[src/rtl/fetch_unit_if.sv]
// Fetch-stage bus bundle: instruction-memory request/response channel and
// the {instr, pc} channel to decode. master = fetch unit, slave = memory/decoder.
interface fetch_unit_if #(
  parameter int unsigned DATA_WIDTH = 32,
  parameter int unsigned ADDR_WIDTH = 32
) ();
  logic                  imem_req_valid;
  logic                  imem_req_ready;
  logic [ADDR_WIDTH-1:0] imem_req_addr;
  logic                  imem_resp_valid;
  logic [DATA_WIDTH-1:0] imem_resp_data;
  logic                  out_valid;
  logic                  out_ready;
  logic [DATA_WIDTH-1:0] out_instr;
  logic [ADDR_WIDTH-1:0] out_pc;

  modport master (
    output imem_req_valid, imem_req_addr,
    input  imem_req_ready,
    input  imem_resp_valid, imem_resp_data,
    output out_valid, out_instr, out_pc,
    input  out_ready
  );

  modport slave (
    input  imem_req_valid, imem_req_addr,
    output imem_req_ready,
    output imem_resp_valid, imem_resp_data,
    input  out_valid, out_instr, out_pc,
    output out_ready
  );
endinterface

[src/rtl/fetch_unit.sv]
// Decoupled instruction fetch: owns the PC, issues credit-limited memory
// requests, queues returned words and drops wrong-path responses after a redirect.
module fetch_unit #(
  parameter int unsigned           DATA_WIDTH  = 32,
  parameter int unsigned           ADDR_WIDTH  = 32,
  parameter logic [ADDR_WIDTH-1:0] RESET_PC    = '0,
  parameter int unsigned           QUEUE_DEPTH = 2
) (
  input  logic                  clk,
  input  logic                  rst,
  input  logic                  redirect_valid,
  input  logic [ADDR_WIDTH-1:0] redirect_pc,
  fetch_unit_if.master          bus
);
  localparam int unsigned PW = $clog2(QUEUE_DEPTH);
  localparam int unsigned CW = PW + 1;
  localparam int unsigned SW = CW + 1;

  logic                  run;
  logic [ADDR_WIDTH-1:0] fetch_pc, fetch_pc_n;
  logic [ADDR_WIDTH-1:0] resp_pc, resp_pc_n;
  logic [ADDR_WIDTH-1:0] target;
  logic [DATA_WIDTH-1:0] q_instr [QUEUE_DEPTH];
  logic [ADDR_WIDTH-1:0] q_pc    [QUEUE_DEPTH];
  logic [PW-1:0]         rd_ptr, wr_ptr;
  logic [CW-1:0]         count, count_n;
  logic [CW-1:0]         live, live_n;
  logic [CW-1:0]         drop, drop_n;
  logic [SW-1:0]         credit_used;
  logic                  req_vld, out_vld, accept, pop, push;
  logic                  resp_drop, resp_keep;

  assign target = {redirect_pc[ADDR_WIDTH-1:2], 2'b00};

  // Handshake decode; a same-cycle pop frees its slot so a one-cycle memory
  // sustains one word per cycle.
  always_comb begin
    out_vld     = (count != '0) && !redirect_valid;
    pop         = out_vld && bus.out_ready;
    credit_used = SW'(count) + SW'(live) + SW'(drop) - SW'(pop);
    req_vld     = run && !redirect_valid && (credit_used < SW'(QUEUE_DEPTH));
    accept      = req_vld && bus.imem_req_ready;
    resp_drop   = bus.imem_resp_valid && (drop != '0);
    resp_keep   = bus.imem_resp_valid && (drop == '0) && (live != '0);
    push        = resp_keep && !redirect_valid;
  end

  // Next-state; on redirect every still-live request becomes a drop.
  always_comb begin
    fetch_pc_n = fetch_pc;
    resp_pc_n  = resp_pc;
    count_n    = count;
    live_n     = live;
    drop_n     = drop;
    if (redirect_valid) begin
      fetch_pc_n = target;
      resp_pc_n  = target;
      count_n    = '0;
      live_n     = '0;
      drop_n     = drop - CW'(resp_drop) + live - CW'(resp_keep);
    end else begin
      if (accept) fetch_pc_n = fetch_pc + ADDR_WIDTH'(4);
      if (push)   resp_pc_n  = resp_pc + ADDR_WIDTH'(4);
      count_n = count + CW'(push) - CW'(pop);
      live_n  = live + CW'(accept) - CW'(resp_keep);
      drop_n  = drop - CW'(resp_drop);
    end
  end

  always_ff @(posedge clk or negedge rst) begin
    if (!rst) begin
      run      <= 1'b0;
      fetch_pc <= RESET_PC;
      resp_pc  <= RESET_PC;
      count    <= '0;
      live     <= '0;
      drop     <= '0;
      rd_ptr   <= '0;
      wr_ptr   <= '0;
    end else begin
      run      <= 1'b1;
      fetch_pc <= fetch_pc_n;
      resp_pc  <= resp_pc_n;
      count    <= count_n;
      live     <= live_n;
      drop     <= drop_n;
      if (redirect_valid) begin
        rd_ptr <= '0;
        wr_ptr <= '0;
      end else begin
        if (push) wr_ptr <= wr_ptr + PW'(1);
        if (pop)  rd_ptr <= rd_ptr + PW'(1);
      end
    end
  end

  // Kept responses are sequential from the last redirect, so resp_pc tags them.
  always_ff @(posedge clk or negedge rst) begin
    if (!rst) begin
      for (int i = 0; i < int'(QUEUE_DEPTH); i++) begin
        q_instr[i] <= '0;
        q_pc[i]    <= '0;
      end
    end else if (push) begin
      q_instr[wr_ptr] <= bus.imem_resp_data;
      q_pc[wr_ptr]    <= resp_pc;
    end
  end

  assign bus.imem_req_valid = req_vld;
  assign bus.imem_req_addr  = fetch_pc;
  assign bus.out_valid      = out_vld;
  assign bus.out_instr      = q_instr[rd_ptr];
  assign bus.out_pc         = q_pc[rd_ptr];
endmodule
[src/flat_wrapper.sv]
// flat-port wrapper written by rule: the top's interface ports become plain ports
module fetch_unit_flat 
#(
  parameter int unsigned           DATA_WIDTH  = 32,
  parameter int unsigned           ADDR_WIDTH  = 32,
  parameter logic [ADDR_WIDTH-1:0] RESET_PC    = '0,
  parameter int unsigned           QUEUE_DEPTH = 2
)
  (clk, rst, redirect_valid, redirect_pc, bus_imem_req_valid, bus_imem_req_addr, bus_imem_req_ready, bus_imem_resp_valid, bus_imem_resp_data, bus_out_valid, bus_out_instr, bus_out_pc, bus_out_ready);
  fetch_unit_if #(.DATA_WIDTH(DATA_WIDTH), .ADDR_WIDTH(ADDR_WIDTH)) bus_i ();
  input  logic clk;
  input  logic rst;
  input  logic redirect_valid;
  input  logic [ADDR_WIDTH-1:0] redirect_pc;
  output wire logic [$bits(bus_i.imem_req_valid)-1:0] bus_imem_req_valid;
  output wire logic [$bits(bus_i.imem_req_addr)-1:0] bus_imem_req_addr;
  input wire logic [$bits(bus_i.imem_req_ready)-1:0] bus_imem_req_ready;
  input wire logic [$bits(bus_i.imem_resp_valid)-1:0] bus_imem_resp_valid;
  input wire logic [$bits(bus_i.imem_resp_data)-1:0] bus_imem_resp_data;
  output wire logic [$bits(bus_i.out_valid)-1:0] bus_out_valid;
  output wire logic [$bits(bus_i.out_instr)-1:0] bus_out_instr;
  output wire logic [$bits(bus_i.out_pc)-1:0] bus_out_pc;
  input wire logic [$bits(bus_i.out_ready)-1:0] bus_out_ready;
  assign bus_imem_req_valid = bus_i.imem_req_valid;
  assign bus_imem_req_addr = bus_i.imem_req_addr;
  assign bus_i.imem_req_ready = bus_imem_req_ready;
  assign bus_i.imem_resp_valid = bus_imem_resp_valid;
  assign bus_i.imem_resp_data = bus_imem_resp_data;
  assign bus_out_valid = bus_i.out_valid;
  assign bus_out_instr = bus_i.out_instr;
  assign bus_out_pc = bus_i.out_pc;
  assign bus_i.out_ready = bus_out_ready;
  fetch_unit #(.DATA_WIDTH(DATA_WIDTH), .ADDR_WIDTH(ADDR_WIDTH), .RESET_PC(RESET_PC), .QUEUE_DEPTH(QUEUE_DEPTH)) u_core (.clk(clk), .rst(rst), .redirect_valid(redirect_valid), .redirect_pc(redirect_pc), .bus(bus_i));
endmodule
[config.mk]
export PLATFORM = sky130hd
export DESIGN_NAME = fetch_unit_flat
export DESIGN_NICKNAME = d
export VERILOG_FILES = /design/src/rtl/fetch_unit_if.sv /design/src/rtl/fetch_unit.sv /design/src/flat_wrapper.sv
export SDC_FILE = /design/constraint.sdc
export NUM_CORES = 1
export LEC_CHECK = 0
export ABC_AREA = 1
export BUFFER_PORTS_ARGS = -buffer_cell sky130_fd_sc_hd__clkbuf_2
export CORE_MARGIN = 2
export CORE_UTILIZATION = 29
export DETAILED_ROUTE_END_ITERATION = 6
export SLEW_MARGIN = 5
export SYNTH_ARGS = -nofsm -noshare
export SYNTH_HDL_FRONTEND = slang
export SYNTH_SLANG_ARGS = --single-unit
[constraint.sdc]
create_clock -name clk -period 3.1 [get_ports clk]
set_input_delay 0.155 -clock clk [delete_from_list [all_inputs] [get_ports clk]]
set_output_delay 0.155 -clock clk [all_outputs]
set_load 0.05 [all_outputs]
==> results.py <==
metrics = {
    "floorplan": {
        "start_util_pct": 29.3,
        "die_w_um": 190,
        "core_region_area_um2": 34400,
        "rows": 68,
        "ios": 168,
        "die-area_um2": 36300,
        "die_h_um": 190,
    },
    "drt": {
        "ant_nets": 0,
        "drt_iter0_markers": 420,
        "via_per_inst": 4.56,
        "drc": 0,
        "drt_wl_total_mm": 27.8,
        "num_vias": 8687,
        "first_pass_iters": 6,
        "wire_per_inst_um": 14.6,
    },
    "layout": {
        "regArea_um2": 4830,
        "drive_gt1_share_pct": 19.8,
        "antenna_cells": 0,
        "fill_cells": 3559,
        "multi_input_area_um2": 4480,
        "fin_nets": 1520,
        "final_cell_area_um2": 12300,
        "area_growth_pct": 22.3,
    },
    "worst_setup_path": {
        "crit_arrival_ps": 2730,
        "critPathCaptureType": "output port",
        "worstRegToRegCells": 14,
        "critPathMaxFanout": 3,
        "ff2ff_setup_slack_ps": 350,
        "slowest_delay_ps": 480,
        "r2r_end": "u_core.live[1]",
        "crit_buf_inv": 5,
        "path_delay_family": "adder cells",
        "crit_chain": "inv_1 > a21oi_2 > nand2_1 > inv_1 > ha_1 > fa_1 > inv_1 > ha_1 > nor2_1 > nand3_1 > inv_1 > buf_2",
        "startpoint_type": "flop",
        "crit_type": "flop to output port",
        "required_ps": 2940,
        "crit_slowest_cell": "fa_1",
        "r2r-start": "u_core.count[1]",
        "crit_path_frequent_cell": "inv_1",
    },
    "min_path": {
        "min_path_cells": 3,
        "hp-start": "redirect_pc[3]",
        "hold_path.class": "input port to flop",
        "holdPathEnd": "u_core.bus.imem_req_addr[3]",
    },
    "placement": {
        "pre_cts_slack_ps": 258,
        "port_buffers": 161,
        "dp_hpwl_mm": 19.7,
        "placed_area_um2": 11300,
        "place_congestion": 0.883,
    },
    "yosys": {
        "async_flop_share_pct": 100,
        "yosysUniqueCellTypes": 32,
        "ys.flop_type": "dfrtp_1",
        "synth_compound_area_share_pct": 8.79,
        "synth_edf_count": 0,
        "synth_top_family_by_area": "simple AND/OR/NAND/NOR gates",
        "yosys.area_share.simple_pct": 24.5,
        "synth_area_um2": 10100,
        "synthAdderAreaFrac_pct": 1.69,
        "yosysSeqAreaShare_pct": 47.9,
        "ys_ff_latch": 193,
        "yosys_warnings": 0,
        "syn-instance-count": 1249,
        "syn_area_per_cell_um2": 8.07,
        "synth_xor_area_share_pct": 2.17,
        "synthMuxAreaShare_pct": 6.93,
    },
    "global_routing": {
        "antenna_found_initial": 0,
        "grt.overflow.total": 0,
        "grt_max_degree": 72,
        "grt_usage_pct": 15.6,
        "grt_pass1_vias": 8410,
        "grt_pass1_wl_mm": 44.4,
    },
    "clocking": {
        "cts_tree": "yes",
        "cts_setup_buffers": 0,
        "path_clk_slew_ps": 80,
        "clk_path_buf_depth": 2,
        "htree_num_levels": 4,
        "insertion_delay_ps": 440,
        "cts_inserted_buffers": 17,
        "clock-sinks": 193,
        "clock-root-buffer": "clkbuf_16",
    },
    "status": {
        "status": "finished clean",
    },
    "timing": {
        "worst_slew_pin_slew_ps": 663,
        "tns_ps": 0,
        "final_max_slew_viol_count": 0,
        "setup_viol": 0,
        "final.period_utilization_pct": 93.2,
        "hold_viol": 0,
        "rsz0062_at_grt": "no",
        "clock.fmax_ghz": 0.346,
        "post-route-min-period_ps": 2890,
        "fin_skew_ps": 11.7,
        "relSlewSlack_pct": 55.8,
        "layout_setup_ws_ps": 212,
    },
    "pwr": {
        "irDropWorstVdd_mv": 0.434,
        "leakage_nw": 6.11,
        "p_per_area_nw_per_um2": 692,
    },
    "flow_run": {
        "drv_cap": 0,
    },
}
timing repair:
action | CTS | global route
endpoints found under the hold margin | 149 | 0
hold buffers | 45 | 0
gates resized for setup | 0 | 3
endpoints found under the setup margin | 0 | 3
routing by layer:
layer	part of all wire [%]	global-route usage, %	vias up
li1	-	-	4353
met1	49	21.8	4082
met2	44	24.6	233
met3	5.5	3.24	19
met4	1.2	3.85	0
met5	0	0	-
through the flow:
stage	cells	total power [W]	hold WS [ps]	util [%]
3_5_place_dp	1828	0.00633	226	32.9
4_1_cts	1905	0.00862	1.72	35.9
2_1_floorplan	1252	0.00556	-141	-
6_report	1905	0.00853	23.5	35.9
5_1_grt	1905	0.00903	16.8	35.9
3_3_place_gp	1828	0.00629	211	32.9
cells in the final DEF, fill, tap and decap left out, drive strengths merged, types with 3 or more instances in the layout:
cell           n
nand2        420
dfrtp        193
mux2          62
a21oi          7
clkbuf       177
nand3b         8
dlygate4sd3   45
clkinv         5
conb           5
buf           14
nand4          3
nand3         77
nor2         102
nor3           3
inv          128
o211ai         9
xor2          16
ha            12
o21ai        147
xnor2          9
worst max path at each step:
| stage | start | to | slack (ps) | depth (start not counted) |
|---|---|---|---|---|
| floorplan | u_core.count[1] | u_core.live[0] | 30 | 16 |
| global placement | u_core.count[1] | u_core.bus.imem_req_addr[24] | 360 | 15 |
| detailed placement | u_core.count[1] | u_core.bus.imem_req_addr[15] | 260 | 15 |
| CTS | u_core.count[1] | bus_imem_req_valid | 130 | 12 |
| global route | u_core.count[1] | bus_imem_req_valid | 8 | 12 |
| finish | u_core.count[1] | bus_imem_req_valid | 210 | 12 |
cells in the mapped netlist, drive strengths merged (8+ instances only):
cell type,n,area share (%)
nand3b,8,0.60
buf,41,3.0
o211ai,9,0.67
nand2,420,16
xnor2,9,0.78
nor2,102,4.0
inv,120,4.5
o21ai,147,7.5
nand3,77,3.8
dfrtp,193,48
xor2,16,1.4
ha,12,1.5
mux2,62,6.9
clkbuf,12,0.45
sequential cells by signal, indices dropped and copies added (netlist names):
| register | cells |
|---|---|
| u_core.q_instr | 64 |
| u_core.q_pc | 60 |
| u_core.bus.imem_req_addr | 30 |
| u_core.resp_pc | 30 |
| u_core.count | 2 |
| u_core.drop | 2 |
| u_core.live | 2 |
| u_core.rd_ptr | 1 |
| u_core.run | 1 |
| u_core.wr_ptr | 1 |
final cells by class:
type / count / area share (%)
Timing Repair Buffer: 219 / 11.6
Sequential cell: 193 / 39.2
Tap cell: 455 / 4.62
Clock buffer: 17 / 3.45
Multi-Input combinational cell: 886 / 36.3
Clock inverter: 15 / 1.21
Inverter: 120 / 3.67
cell families (layout without fill, tap and decap cells):
| family | count (synthesis) | after routing |
|---|---|---|
| buffers and inverters | 173 | 371 |
| adders and majority gates | 13 | 13 |
| AOI/OAI and AO/OA | 167 | 167 |
| muxes | 62 | 62 |
| other | 2 | 5 |
| DFF | 193 | 193 |
| and+or+nand+nor | 614 | 614 |
| xor gates and xnor gates | 25 | 25 |
power by group:
| group | total, W | switching [W] | internal, W |
|---|---|---|---|
| logic | 0.00304 | 0.00217 | 0.000872 |
| clock network | 0.00222 | 0.00108 | 0.00114 |
| registers | 0.00328 | 0.000337 | 0.00294 |
| total | 0.00853 | 0.00359 | 0.00495 |
worst reg2reg max path, stage by stage, from the launching register on:
cell and delay, ps:
dfrtp_1 390, inv_1 120, a21oi_2 80, nand2_1 90
inv_1 70, ha_1 190, fa_1 480, inv_1 40
ha_1 280, nor2_1 130, nand4_1 220, inv_1 180
ha_1 180, o21ai_0 80, a21oi_1 130
Power figures use the tool's default switching activity.
